### src/rtl/cpu_pkg.sv
// Shared types and constants for the divide issue controller.
package cpu_pkg;

  localparam int DIV_DW   = 32;
  // Word index of each result half inside the 2*DW divider output
  localparam int QUO_WORD = 1;
  localparam int REM_WORD = 0;

  typedef enum logic [2:0] {
    IDLE,
    ISSUE,
    WAIT,
    DONE,
    DRAIN
  } div_state_e;

endpackage

### src/rtl/div_axis_chan.sv
// One AXI-stream input channel of a divider IP: tvalid is raised on issue and
// dropped after its handshake; accepted stays high from the handshake on.
module div_axis_chan (
  input  logic clk,
  input  logic resetn,
  input  logic issue,
  input  logic tready,
  output logic tvalid,
  output logic accepted
);

  logic acc_q;

  always_ff @(posedge clk) begin
    if (!resetn) begin
      tvalid <= 1'b0;
      acc_q  <= 1'b0;
    end else if (issue) begin
      tvalid <= 1'b1;
      acc_q  <= 1'b0;
    end else if (tvalid && tready) begin
      tvalid <= 1'b0;
      acc_q  <= 1'b1;
    end
  end

  // Includes the handshake happening this cycle so ISSUE can leave on it
  assign accepted = acc_q | (tvalid & tready);

endmodule

### src/rtl/div_issue_ctrl.sv
// Sequences div.w/mod.w/div.wu/mod.wu onto the signed/unsigned AXI-stream dividers.
// Optional macro DIV_ZERO_FAST_EN: a zero divisor is answered locally without the IPs.
module div_issue_ctrl
  import cpu_pkg::*;
#(
  parameter int DW = DIV_DW
) (
  input  logic            clk,
  input  logic            resetn,
  input  logic            flush,
  input  logic            req_valid,
  input  logic            req_signed,
  input  logic            req_mod,
  input  logic [DW-1:0]   req_src1,
  input  logic [DW-1:0]   req_src2,
  output logic            req_ready,
  output logic            resp_valid,
  output logic [DW-1:0]   resp_result,
  input  logic            resp_ack,
  output logic            s_dividend_tvalid,
  output logic            s_divisor_tvalid,
  input  logic            s_dividend_tready,
  input  logic            s_divisor_tready,
  input  logic            s_dout_tvalid,
  input  logic [2*DW-1:0] s_dout_tdata,
  output logic            u_dividend_tvalid,
  output logic            u_divisor_tvalid,
  input  logic            u_dividend_tready,
  input  logic            u_divisor_tready,
  input  logic            u_dout_tvalid,
  input  logic [2*DW-1:0] u_dout_tdata,
  output logic [DW-1:0]   op_tdata_a,
  output logic [DW-1:0]   op_tdata_b,
  output logic            busy
);

  div_state_e      state, state_nxt;
  logic            sel_signed, sel_mod, flush_seen;
  logic            accept, zero_div, issue_s, issue_u;
  logic            s_dvd_acc, s_dvs_acc, u_dvd_acc, u_dvs_acc, both_acc;
  logic            dout_v;
  logic [2*DW-1:0] dout_d;
  logic [DW-1:0]   dout_pick;

  assign req_ready = (state == IDLE) & ~flush;
  assign accept    = req_valid & req_ready;

`ifdef DIV_ZERO_FAST_EN
  assign zero_div = (req_src2 == '0);
`else
  assign zero_div = 1'b0;
`endif

  assign issue_s = accept & ~zero_div & req_signed;
  assign issue_u = accept & ~zero_div & ~req_signed;

  div_axis_chan u_s_dvd (.clk(clk), .resetn(resetn), .issue(issue_s), .tready(s_dividend_tready),
                         .tvalid(s_dividend_tvalid), .accepted(s_dvd_acc));
  div_axis_chan u_s_dvs (.clk(clk), .resetn(resetn), .issue(issue_s), .tready(s_divisor_tready),
                         .tvalid(s_divisor_tvalid), .accepted(s_dvs_acc));
  div_axis_chan u_u_dvd (.clk(clk), .resetn(resetn), .issue(issue_u), .tready(u_dividend_tready),
                         .tvalid(u_dividend_tvalid), .accepted(u_dvd_acc));
  div_axis_chan u_u_dvs (.clk(clk), .resetn(resetn), .issue(issue_u), .tready(u_divisor_tready),
                         .tvalid(u_divisor_tvalid), .accepted(u_dvs_acc));

  // Only the IP chosen at accept time is ever listened to
  assign both_acc  = sel_signed ? (s_dvd_acc & s_dvs_acc) : (u_dvd_acc & u_dvs_acc);
  assign dout_v    = sel_signed ? s_dout_tvalid : u_dout_tvalid;
  assign dout_d    = sel_signed ? s_dout_tdata  : u_dout_tdata;
  assign dout_pick = sel_mod ? dout_d[REM_WORD*DW +: DW] : dout_d[QUO_WORD*DW +: DW];

  assign busy       = (state != IDLE);
  assign resp_valid = (state == DONE);

  always_comb begin
    state_nxt = state;
    case (state)
      IDLE:  if (accept) state_nxt = zero_div ? DONE : ISSUE;
      ISSUE: if (both_acc) state_nxt = (flush | flush_seen) ? DRAIN : WAIT;
      WAIT: begin
        if (dout_v)     state_nxt = flush ? IDLE : DONE;
        else if (flush) state_nxt = DRAIN;
      end
      DONE:  if (resp_ack | flush) state_nxt = IDLE;
      DRAIN: if (dout_v) state_nxt = IDLE;
      default: state_nxt = IDLE;
    endcase
  end

  always_ff @(posedge clk) begin
    if (!resetn) begin
      state       <= IDLE;
      sel_signed  <= 1'b0;
      sel_mod     <= 1'b0;
      flush_seen  <= 1'b0;
      op_tdata_a  <= '0;
      op_tdata_b  <= '0;
      resp_result <= '0;
    end else begin
      state <= state_nxt;
      if (accept) begin
        sel_signed <= req_signed;
        sel_mod    <= req_mod;
        op_tdata_a <= req_src1;
        op_tdata_b <= req_src2;
        flush_seen <= 1'b0;
      end else if (state == ISSUE && flush) begin
        flush_seen <= 1'b1;
      end
      if (accept && zero_div)
        resp_result <= req_mod ? req_src1 : '1;
      else if (state == WAIT && dout_v && !flush)
        resp_result <= dout_pick;
    end
  end

endmodule

### config.mk
export PLATFORM = sky130hd
export DESIGN_NAME = div_issue_ctrl
export DESIGN_NICKNAME = d
export VERILOG_FILES = /design/src/rtl/cpu_pkg.sv /design/src/rtl/div_axis_chan.sv /design/src/rtl/div_issue_ctrl.sv
export SDC_FILE = /design/constraint.sdc
export NUM_CORES = 1
export LEC_CHECK = 0
export ABC_AREA = 1
export CORE_AREA = 2 2 118 120
export CTS_CLUSTER_DIAMETER = 40
export DETAILED_ROUTE_END_ITERATION = 10
export DIE_AREA = 0 0 120 122
export HOLD_SLACK_MARGIN = 0.02
export MAX_ROUTING_LAYER = met4
export PLACE_DENSITY = 0.8
export REMOVE_ABC_BUFFERS = 1
export SKIP_LAST_GASP = 1
export SLEW_MARGIN = 20
export SYNTH_ARGS = -nofsm -noshare
export SYNTH_HDL_FRONTEND = slang
export SYNTH_SLANG_ARGS = --single-unit
### constraint.sdc
create_clock -name clk -period 1.5 [get_ports clk]
set_input_delay 0.3 -clock clk [delete_from_list [all_inputs] [get_ports clk]]
set_output_delay 0.3 -clock clk [all_outputs]
set_load 0.01 [all_outputs]
# --- After elaboration in Yosys (flattened, before gate mapping) ---
# Index checks and enable logic that the tools add are counted.
totals:
  ff_bits: 110
  out_inout_bits: 103
  wordCells: 82
classes:
  eq_ne: 9
  muxes: 21
  bitwise_logic: 19
  n_reduce_logical: 18
op_table:
  columns: ["operator", "n"]
  rows:
  - ["$mux 64", 1]
  - ["$mux 32", 1]
  - ["$mux 3", 7]
  - ["$pmux 3 s5", 1]
  - ["$and 1x1->1", 10]
  - ["$mux 1", 10]
  - ["$reduce_bool 2->1", 4]
  - ["$logic_and 1x1->1", 7]
  - ["$eq 3x2->1 const B", 2]
  - ["$ne 2x2->1 const B", 3]
  - ["$or 1x1->1", 6]
  - ["$reduce_or 2->1", 3]
  - ["$reduce_and 5->1", 1]
  - ["$eq 3x1->1 const B", 1]
  - ["$eq 3x3->1 const B", 1]
  - ["$logic_not 3->1", 1]
  - ["$ne 3x3->1 const B", 1]
  - ["$not 1->1", 3]
  - ["$reduce_bool 3->1", 1]
  - ["$mux 2", 1]
  - ["$ne 2x1->1 const B", 1]
  - ["$logic_not 1->1", 1]

# --- Longest topological paths before layout ---
# Gate-level depths: netlist (run 1).
depth:
  ltp_word: 6
  depth_mapped: 10

# --- Hierarchy ---
# From an unflattened synthesis (run 1), not the netlist that was laid out.
hier_totals:
  hier_cells: 741
  area_unflattened_um2: 5094.9
modules_own_cells:
  columns: ["mod", "instances", "cells_per_inst", "area_per_inst_um2"]
  rows:
  - ["div_issue_ctrl", 1, 693, 4744.6]
  - ["div_axis_chan", 4, 12, 87.6]

# --- Worst setup path after synthesis (run 1) ---
# Ideal clock, no wire load.
synth_path:
  kind: "flip-flop to flip-flop"
  startpoint: "reg state[0]"
  endpoint: "reg op_tdata_a[31]"
  setup_ns: 0.070
  arrival_ns: 1.276
  setup_slack_ns: 0.154
  path_stages_with_launch: 10
  synth_period_minus_slack_ns: 1.346
  cell_sequence: "dfxtp_1 > nor2_2 > nand2_2 > nor2_4 > nand2_4 > inv_2 > buf_6 > buf_6 > nand2_2 > a21oi_2"
synth_between:
  elab_chain_len: 3
synth_rtl:
  columns: ["element", "line_no", "rtl"]
  rows:
  - ["start: declaration", "div_issue_ctrl.sv:37", "div_state_e state, state_nxt;"]
  - ["start signal: assignment", "div_issue_ctrl.sv:100", "state <= state_nxt;"]
  - ["$logic_not 3->1", "div_issue_ctrl.sv:45", "assign req_ready = (state == IDLE) & ~flush;"]
  - ["$and 1x1->1", "div_issue_ctrl.sv:45", null]
  - ["named net req_ready", "div_issue_ctrl.sv:16", "output logic req_ready,"]
  - ["$and 1x1->1", "div_issue_ctrl.sv:46", "assign accept = req_valid & req_ready;"]
  - ["end signal: assignment", "div_issue_ctrl.sv:104", "op_tdata_a <= req_src1;"]
  - ["end: declaration", "div_issue_ctrl.sv:32", "output logic [DW-1:0] op_tdata_a,"]
# The timed path passes the listed nets, and every way through them passes these cells.
# A chain may end at the register's enable or synchronous reset.

# --- Final worst setup path (run 1) ---
layout_path:
  startpoint: "reg state[0]"
  endpoint: "out req_ready"
layout_between:
  elab_chain_len: 2
layout_rtl:
  columns: ["element", "line_no"]
  rows:
  - ["$logic_not 3->1", "div_issue_ctrl.sv:45"]
  - ["$and 1x1->1", "div_issue_ctrl.sv:45"]
  - ["end: declaration", "div_issue_ctrl.sv:16"]
# No other way between the ends.

==> qor.csv, run 1 <==
stage,metric,value,unit
run_status,outcome,completed,
job,drv_cap,0,
clock_network,postCtsHoldBufs,0,
timing,rsz0062_at_grt,yes,
yosys,netlist.area_leader.share,0.4520,
floorplanning,fp.dieArea,14640,um2
worst_setup_path,cp.arrival,1.18,ns
clock_network,clockRootBuffer,clkbuf_16,
yosys,yosysWarnings,0,
worst_setup_path,crit_required,1.20,ns
placement,place_ws,-0.2593,ns
floorplanning,die_width,120,um
placement,place_inst,1169,
timing,min_period_over_period,0.9864,
routing,dr_wl_met2,8.369,mm
worst_setup_path,endpoint_kind,output pin,
worst_setup_path,worstPathMaxFanout,3,
worst_setup_path,worst_path_largest_cell_delay,0.36,ns
timing,fmax,675.8,MHz
floorplanning,rows,43,
yosys,synthesis.area,4872,um2
clock_network,tritoncts,yes,
routing,maxUsedRoutingLayer,met4,
worst_setup_path,critPathLaunchType,flop,
clock_network,cts.htree.levels,3,
worst_setup_path,r2r_cells,8,
yosys,synth_area_leaders,"dfxtp_1, nor2_1, nand2_1",
routing,dr.pass1.iters,6,
power_and_ir_drop,power.static_leakage,3.748,nW
timing,min_period,1.480,ns
power_and_ir_drop,switching_share,0.3387,
clock_network,clockBufferDepth,2,
floorplanning,io_pins,308,
yosys,syn_avg_cell_area,7.000,um2
clock_network,cts.sinks,110,
routing,wire_per_inst,14.81,um
routing,route.detailed.drc,0,
timing,clock_skew,0.007937,ns
cells_and_area,synthToLayoutAreaGrowth,75.45,%
routing,wirelength,17.61,mm
worst_setup_path,cp_common_cell,nor2_4,
yosys,yosys.area.top_type,dfxtp_1,
worst_setup_path,path_buf_inv,1,
clock_network,clk_latency,0.34,ns
worst_setup_path,r2r_slack,0.07,ns
timing,timing.final.ws_setup,0.02037,ns
placement,gp_congestion,0.8780,
power_and_ir_drop,p_int,6.549,mW
global_routing,grt_start_max_net_pins,64,
clock_network,path_clk_slew,0.07,ns
timing,max_slew_margin,0.7990,
cells_and_area,design.final.nets,1207,
yosys,ys_seq_area_frac,0.4520,
cells_and_area,final_cells,1189,
yosys,synth_seq_cells,110,
cells_and_area,post-route-util,0.6330,
worst_setup_path,r2r_end,state[0],
placement,port_buffers,307,
worst_setup_path,cpMaxStageDelayCell,dfxtp_4,
global_routing,grtUsageTotal,0.2381,
power_and_ir_drop,p_switching,3.354,mW
worst_setup_path,cp-endpoint,req_ready,
clock_network,numCtsBuffers,9,
worst_setup_path,crit_family,flip-flops,
power_and_ir_drop,pwr-share-seq,0.357,
routing,wl_met1,7.175,mm
timing,hold_viol,0,
yosys,synthCells,696,
global_routing,grt_overflow,0,
timing,worst_slew_pin_slew,0.2983,ns
cells_and_area,drive_gt1_frac,0.09235,
routing,dr.first_iter.drc_count,313,
worst_setup_path,path_class,reg -> out,
global_routing,grt_pass1_wl,26.88,mm
worst_setup_path,worstSetupStartpoint,state[0],
global_routing,first_global_vias,5512,
placement,hpwlAfterDp,13.05,mm
power_and_ir_drop,ir_worst_vdd,680.7,uV
routing,ant_nets,0,
worst_setup_path,path_depth,4,
min_path,hold_class,reg -> reg,
timing,slew_viol_final,0,
global_routing,antenna_found_initial,2,
floorplanning,initial_core_util,0.3608,
worst_setup_path,worstPathCellList,nor2_4 > nand2_4 > nor2_4 > clkbuf_2,
power_and_ir_drop,clkPwrFrac,0.253,
floorplanning,dieHeight,122,um
floorplanning,core_area,13500,um2
routing,dr_wl_met3,1.568,mm
routing,via_count,5755,
yosys,synth_cell_types,23,
worst_setup_path,timing.rr.start,state[2],
timing,final-setup-viol-count,0,
routing,viasPerCell,4.840,
power_and_ir_drop,p_per_area,1158,nW/um2
power_and_ir_drop,power_frac_comb,0.389,
-- layout by cell type, fill, tap and decap left out --
cell type / count
clkdlybuf4s50_1: 204
nor2_1: 143
nand2_1: 142
dfxtp_1: 107
dlygate4sd2_1: 100
o21ai_0: 95
a21oi_1: 64
o22ai_1: 32
buf_4: 29
inv_1: 11
nand2_2: 10
a21oi_2: 10
clkbuf_16: 9
buf_12: 9
nand3_1: 7
inv_2: 5
o21ai_1: 5
dfxtp_4: 3
diode_2: 2
nor2_4: 2
nand2_4: 2
nor3b_1: 2
inv_6: 2
buf_6: 2
nor2_2: 1
inv_4: 1
nor3_1: 1
nand3_2: 1
a211oi_1: 1
clkbuf_8: 1
clkinvlp_4: 1
clkinv_4: 1
clkinv_8: 1
bufinv_16: 1
clkbuf_2: 1
clkdlybuf4s15_2: 1
-- worst min-delay path: cells and delay by family, from the launching register on --
kind,cells,cell delay [ns]
buffers and inverters,1,0.06
flip-flops,1,0.30
AO/OA/AOI/OAI,1,0.05
-- synthesized netlist by cell type (all sizes together) --
cell type and count:
nor2 146, inv 17, nand3 8, a211oi 1, nor3b 2, dfxtp 110, o21ai 100, o22ai 32
clkbuf 29, buf 22, a21oi 74, nor3 1, nand2 154
-- how the worst min path moves through the flow --
| stage | from | to | slack (ns) | depth (start not counted) |
|---|---|---|---|---|
| after global placement | op_tdata_a[18] | op_tdata_a[18] | 0.45 | 2 |
| after global routing | op_tdata_b[22] | op_tdata_b[22] | 0.48 | 2 |
| after floorplan | resetn | state[0] | 0.42 | 2 |
| after detailed placement | u_u_dvd.acc_q | u_u_dvd.acc_q | 0.45 | 2 |
| after CTS | op_tdata_b[23] | op_tdata_b[23] | 0.46 | 2 |
| final | u_u_dvd.acc_q | u_u_dvd.acc_q | 0.46 | 2 |
-- per-layer routing --
| layer | vias to the layer above | GRT usage |
|---|---|---|
| li1 | 2907 | - |
| met1 | 2568 | 0.2629 |
| met2 | 246 | 0.4027 |
| met3 | 34 | 0.06788 |
| met4 | 0 | 0.1015 |
| met5 | - | - |
-- through the flow --
stage	setup TNS (ns)	cell area [um2]	hold slack [ns]	power (mW)
2_1_floorplan	-83.40	4618	0.4204	5.314
3_3_place_gp	-11.49	8308	0.4504	7.505
3_5_place_dp	-15.02	8308	0.4529	7.550
4_1_cts	-0.08766	8516	0.4637	9.871
5_1_grt	-0.04704	8548	0.4757	10.53
6_report	0	8548	0.4607	9.902
-- cell families after synthesis --
kind of cell           Yosys count  share of synthesized area
AO/OA/AOI/OAI                  207                     0.2291
flip-flops                     110                     0.4520
buffers and inverters           68                    0.06523
AND/OR/NAND/NOR                311                     0.2537
-- final cells by class --
class	instances	area [um2]
diodes	2	5.005
multi-input cells	518	2365
well taps	180	225.2
clock buffers	10	239.0
repair buffers	346	3354
flip-flops and latches	110	2213
clock inverters	6	80.08
inverters	17	66.31
fillers	1221	4956
-- flip-flops by register name, summed over array words and instances (netlist names), 3 cells and up --
name / cells
op_tdata_a: 32
op_tdata_b: 32
resp_result: 32
state: 3
-- repair_timing --
item,in CTS,in global routing
endpoints found under the hold margin,0,0
buffers inserted,1,1
pin swaps,2,2
resized for setup,113,9
cloned,0,0
setup endpoints to repair,103,15
-- power groups by stage --
stage / sequential, mW / combinational (mW) / clock (mW)
floorplan: 3.80 / 1.51 / 0
global placement: 3.57 / 3.93 / 0
detailed placement: 3.59 / 3.96 / 0
CTS: 3.53 / 3.77 / 2.57
global route: 3.59 / 4.25 / 2.69
finish: 3.54 / 3.85 / 2.51
Power figures use the tool's default switching activity.
==> inputs of run 2 (changes only) <==
--- a/config.mk
+++ b/config.mk
@@ -6,13 +6,14 @@
 export NUM_CORES = 1
 export LEC_CHECK = 0
 export ABC_AREA = 1
-export CORE_AREA = 2 2 118 120
+export CELL_PAD_IN_SITES_DETAIL_PLACEMENT = 0
+export CELL_PAD_IN_SITES_GLOBAL_PLACEMENT = 1
+export CORE_UTILIZATION = 24
 export CTS_CLUSTER_DIAMETER = 40
 export DETAILED_ROUTE_END_ITERATION = 10
-export DIE_AREA = 0 0 120 122
 export HOLD_SLACK_MARGIN = 0.02
 export MAX_ROUTING_LAYER = met4
-export PLACE_DENSITY = 0.8
+export PLACE_DENSITY_LB_ADDON = 0.1
 export REMOVE_ABC_BUFFERS = 1
 export SKIP_LAST_GASP = 1
 export SLEW_MARGIN = 20
==> run 2 against run 1 <==
  * Flip-flop and latch count stayed put
  * Critical endpoint is now resp_valid
  * Highest routed layer unchanged
  * Final area increased by 3.1%
  * Register-to-register slack improved by 0.07 ns
  * Worst setup slack better by 0.025 ns
  * Via count down 1.9%
==> qor.csv, run 2 (synthesis results as in run 1) <==
stage,metric,value,unit
worst_setup_path,critPathLaunchType,flop,
power_and_ir_drop,p_per_area,1136,nW/um2
timing,slew_viol_final,0,
clock_network,path_clk_slew,0.08,ns
timing,clock_skew,0.01054,ns
global_routing,grtUsageTotal,0.1844,
cells_and_area,n_fill_cell,2109,
worst_setup_path,cp-endpoint,resp_valid,
routing,wirelength,19.25,mm
cells_and_area,seq_area,2210,um2
global_routing,grt_start_max_net_pins,37,
floorplanning,fp.dieArea,20870,um2
worst_setup_path,timing.rr.start,state[0],
routing,route.detailed.drc,0,
routing,via_count,5644,
global_routing,grt_pass1_wl,28.66,mm
timing,tns,0,ns
floorplanning,io_pins,308,
floorplanning,initial_core_util,0.2479,
power_and_ir_drop,ir_worst_vdd,537.5,uV
timing,rsz0062_at_grt,yes,
timing,min_period,1.455,ns
job,drv_cap,0,
placement,hpwlAfterDp,14.55,mm
routing,wire_per_inst,14.98,um
timing,hold_viol,0,
cells_and_area,layout_common_cells,"clkdlybuf4s50_1, nand2_1, nor2_1",
worst_setup_path,worstSetupStartpoint,state[0],
clock_network,cts.sinks,110,
clock_network,clk_latency,0.35,ns
cells_and_area,synthToLayoutAreaGrowth,80.92,%
worst_setup_path,r2r_slack,0.14,ns
floorplanning,rows,51,
timing,fmax,687.5,MHz
placement,gp_congestion,0.7902,
cells_and_area,reg_top3,"op_tdata_a (32), op_tdata_b (32), resp_result (32)",
global_routing,first_global_vias,5491,
min_path,hold_class,reg -> reg,
worst_setup_path,crit_required,1.20,ns
worst_setup_path,path_class,reg -> out,
floorplanning,dieHeight,144.5,um
power_and_ir_drop,power.static_leakage,3.822,nW
cells_and_area,drive_gt1_frac,0.1059,
timing,worst_slew_pin_slew,0.2852,ns
cells_and_area,multi_input_area,2384,um2
clock_network,clockRootBuffer,clkbuf_16,
timing,final-setup-viol-count,0,
routing,dr.first_iter.drc_count,151,
clock_network,numCtsBuffers,9,
placement,port_buffers,307,
clock_network,clockBufferDepth,2,
worst_setup_path,worstPathMaxFanout,2,
clock_network,cts.htree.levels,3,
clock_network,tritoncts,yes,
run_status,outcome,completed,
worst_setup_path,r2r_end,state[0],
routing,dr.pass1.iters,4,
cells_and_area,diodes,0,
worst_setup_path,endpoint_kind,output pin,
cells_and_area,layout_commonest_cell,clkdlybuf4s50_1,
global_routing,antenna_found_initial,0,
global_routing,grt_overflow,0,
routing,viasPerCell,4.392,
worst_setup_path,r2r_cells,11,
cells_and_area,post-route-util,0.4485,
timing,max_slew_margin,0.8079,
floorplanning,die_width,144.5,um
timing,min_period_over_period,0.9697,
floorplanning,core_area,19650,um2
cells_and_area,design.final.nets,1220,
routing,ant_nets,0,
worst_setup_path,cp.arrival,1.15,ns
## run 2: worst min path at each step
stage,start,to,slack [ns],depth (start not counted)
2_1_floorplan,resetn,state[0],0.42,2
3_3_place_gp,u_u_dvs.acc_q,u_u_dvs.acc_q,0.44,2
3_5_place_dp,u_u_dvs.acc_q,u_u_dvs.acc_q,0.44,2
4_1_cts,u_u_dvs.acc_q,u_u_dvs.acc_q,0.46,2
5_1_grt,op_tdata_b[9],op_tdata_b[9],0.47,2
6_report,u_u_dvs.acc_q,u_u_dvs.acc_q,0.45,2
## run 2: metal layers
layer  GRT usage  share of wire  up-vias
met5           -              0        -
met4     0.05097          0.011        0
met3     0.06291           0.11       14
met2      0.3054           0.46      210
met1      0.2107           0.42     2485
li1            -              -     2935
## run 2: area by class of cell
class / instances / share of cell area
timing repair buffer: 359 / 0.4011
multi-input combinational: 518 / 0.2704
sequential: 110 / 0.2507
tap: 265 / 0.03762
clock buffer: 10 / 0.02598
inverter: 17 / 0.008091
clock inverter: 6 / 0.006104
## run 2: per-stage QoR
step | instance area, um2 | instances | setup WS (ns) | power, mW | hold slack, ns
3_5_place_dp | 8574 | 1267 | -0.2643 | 7.887 | 0.4436
6_report | 8815 | 1285 | 0.04544 | 10.01 | 0.4533
2_1_floorplan | 4618 | 645 | -1.481 | 5.314 | 0.4204
4_1_cts | 8745 | 1284 | -0.1399 | 10.07 | 0.4556
3_3_place_gp | 8574 | 1267 | -0.2560 | 7.908 | 0.4390
5_1_grt | 8815 | 1285 | -0.01912 | 10.74 | 0.4695
## run 2: repair_timing
item                       in CTS  in global routing
setup endpoints to repair     103                 59
cloned                          0                  1
setup buffers                   1                  0
hold buffers                    0                  0
resized for setup             110                 20
pin swaps                       2                  4
## run 2: critical path, cell delays in order (launching register included)
cell and delay (ns):
dfxtp_2 0.35, buf_4 0.12, nand2_1 0.07, nor2_2 0.12, buf_2 0.16
## run 2: where the power goes
part           switching, mW  internal (mW)
registers              0.212           3.31
clock network           1.17           1.16
logic                   2.10           2.06
total                   3.49           6.53
==> inputs of run 3 (changes only) <==
--- a/config.mk
+++ b/config.mk
@@ -15,6 +15,7 @@
 export MAX_ROUTING_LAYER = met4
 export PLACE_DENSITY_LB_ADDON = 0.1
 export REMOVE_ABC_BUFFERS = 1
+export SETUP_SLACK_MARGIN = 0.4
 export SKIP_LAST_GASP = 1
 export SLEW_MARGIN = 20
 export SYNTH_ARGS = -nofsm -noshare
==> run 3 against run 2 <==
  * Final area up 19%
  * Fmax down 2.0%
  * Hold slack worse by 0.0017 ns
  * Highest routed layer unchanged
==> qor.csv, run 3 (synthesis results as in run 1) <==
stage,metric,value,unit
placement,gp_congestion,0.7902,
power_and_ir_drop,power.static_leakage,4.178,nW
floorplanning,core_area,19650,um2
clock_network,cts.htree.levels,3,
power_and_ir_drop,finalPower,12.15,mW
worst_setup_path,worstPathCellList,nor2_4 > nand2_4 > nor2_4 > nand2_4 > buf_4 > buf_6 > buf_12 > nand2_2 > a21oi_2,
cells_and_area,final_cells,1327,
worst_setup_path,worst_path_largest_cell_delay,0.36,ns
power_and_ir_drop,pwr-share-seq,0.303,
floorplanning,dieHeight,144.5,um
global_routing,grt_overflow,0,
placement,place_ws,-0.2643,ns
floorplanning,initial_core_util,0.2479,
worst_setup_path,r2r_slack,0.02,ns
routing,route.detailed.drc,0,
worst_setup_path,path_buf_inv,3,
global_routing,grtUsageMet3,0.06325,
power_and_ir_drop,ir_worst_vdd,703.2,uV
worst_setup_path,critPathLaunchType,flop,
timing,final-setup-viol-count,0,
cells_and_area,n_fill_cell,1920,
global_routing,grt_start_max_net_pins,37,
worst_setup_path,crit_family,simple AND/OR/NAND/NOR gates,
timing,worst_slew_pin_slew,0.3691,ns
placement,port_buffers,307,
power_and_ir_drop,p_int,7.859,mW
cells_and_area,diodes,0,
job,drv_cap,0,
worst_setup_path,path_class,reg -> reg,
global_routing,antenna_found_initial,0,
routing,ant_nets,0,
floorplanning,io_pins,308,
clock_network,clockRootBuffer,clkbuf_16,
cells_and_area,design.final.nets,1262,
worst_setup_path,cp.arrival,1.72,ns
routing,via_count,5964,
worst_setup_path,endpoint_kind,flop,
cells_and_area,reg_top3,"op_tdata_a (32), op_tdata_b (32), resp_result (32)",
timing,timing.final.ws_setup,0.01578,ns
power_and_ir_drop,power_frac_comb,0.503,
clock_network,path_clk_slew,0.08,ns
cells_and_area,seq_area,2349,um2
placement,hpwlAfterDp,14.55,mm
cells_and_area,layout_common_cells,"clkdlybuf4s50_1, nand2_1, buf_6",
power_and_ir_drop,clkPwrFrac,0.194,
timing,min_period_over_period,0.9895,
run_status,outcome,completed,
power_and_ir_drop,switching_share,0.3531,
timing,clock_skew,0.009140,ns
timing,rsz0062_at_grt,yes,
placement,place_inst,1267,
cells_and_area,post-route-util,0.5342,
global_routing,grtUsageTotal,0.2013,
worst_setup_path,worstPathMaxFanout,8,
routing,wire_per_inst,16.01,um
timing,fmax,673.8,MHz
cells_and_area,drive_gt1_frac,0.4143,
cells_and_area,layout_commonest_cell,clkdlybuf4s50_1,
global_routing,grt_pass1_wl,30.91,mm
worst_setup_path,cpMaxStageDelayCell,dfxtp_4,
timing,min_period,1.484,ns
global_routing,first_global_vias,5866,
cells_and_area,synthToLayoutAreaGrowth,115.5,%
clock_network,clockBufferDepth,2,
routing,dr.pass1.iters,4,
floorplanning,die_width,144.5,um
routing,dr.first_iter.drc_count,145,
worst_setup_path,crit_required,1.74,ns
clock_network,clk_latency,0.35,ns
timing,whs,0.4516,ns
global_routing,busiest_layer,met2,
routing,viasPerCell,4.494,
min_path,hold_class,reg -> reg,
cells_and_area,multi_input_area,2959,um2
power_and_ir_drop,p_per_area,1157,nW/um2
timing,slew_viol_final,0,
clock_network,cts.sinks,110,
global_routing,met2_usage,0.3532,
timing,hold_viol,0,
clock_network,numCtsBuffers,9,
routing,wirelength,21.25,mm
timing,max_slew_margin,0.7539,
power_and_ir_drop,p_switching,4.291,mW
floorplanning,fp.dieArea,20870,um2
global_routing,grtUsageMet1,0.2181,
floorplanning,rows,51,
clock_network,tritoncts,yes,
==> run 3: cell types whose count changed in the layout (fill, tap and decap cells not counted), sizes merged <==
cell / previous run / this run
clkbuf: 11 / 12
dlygate4sd2: 100 / 1
clkinv: 1 / 2
inv: 19 / 18
clkdlybuf4s50: 204 / 203
buf: 54 / 191
bufbuf: 0 / 4
==> run 3: layout make-up <==
cell class | count | area share
sequential | 110 | 0.2237
clock inverter | 6 | 0.005125
clock buffer | 10 | 0.02181
multi-input combinational | 518 | 0.2819
timing repair buffer | 401 | 0.4277
inverter | 17 | 0.008223
tap | 265 | 0.03158
==> run 3: timing repair <==
| item | 4_1_cts | 5_1_grt |
|---|---|---|
| hold buffers | 0 | 0 |
| endpoints found under the setup margin | 213 | 213 |
| pin swaps | 51 | 42 |
| resized for setup | 752 | 83 |
| setup buffers | 16 | 14 |
| cloned | 12 | 2 |
==> run 3: worst paths after layout <==
check / startpoint / to / depth (start not counted)
worst min-delay path: u_u_dvs.acc_q / u_u_dvs.acc_q / 2
worst max-delay path: state[0] / op_tdata_b[21] / 9
worst max register to register: state[0] / op_tdata_b[21] / 9
worst min register to register: u_u_dvs.acc_q / u_u_dvs.acc_q / 2
==> run 3: per-stage QoR <==
step / TNS (ns) / cell area, um2
floorplan: -83.40 / 4618
global placement: -13.32 / 8574
detailed placement: -14.80 / 8574
CTS: 0 / 10040
global route: -2.226 / 10500
finish: 0 / 10500
==> run 3: layer usage <==
metal,vias to the layer above,share of wire
met1,2710,0.40
met2,215,0.49
li1,3023,-
met5,-,0
met3,16,0.096
met4,0,0.011
==> run 3: power groups by stage <==
stage	Combinational, mW	Clock, mW	Sequential (mW)
2_1_floorplan	1.51	0	3.80
3_3_place_gp	4.32	0	3.58
4_1_cts	5.63	2.44	3.68
3_5_place_dp	4.30	0	3.59
5_1_grt	6.61	2.56	3.74
6_report	6.11	2.35	3.69
==> run 3: worst register-to-register path, cell delays in order, from the launching register on <==
cell	delay [ns]
dfxtp_4	0.36
nor2_4	0.14
nand2_4	0.08
nor2_4	0.14
nand2_4	0.11
buf_4	0.16
buf_6	0.12
buf_12	0.14
nand2_2	0.06
a21oi_2	0.05
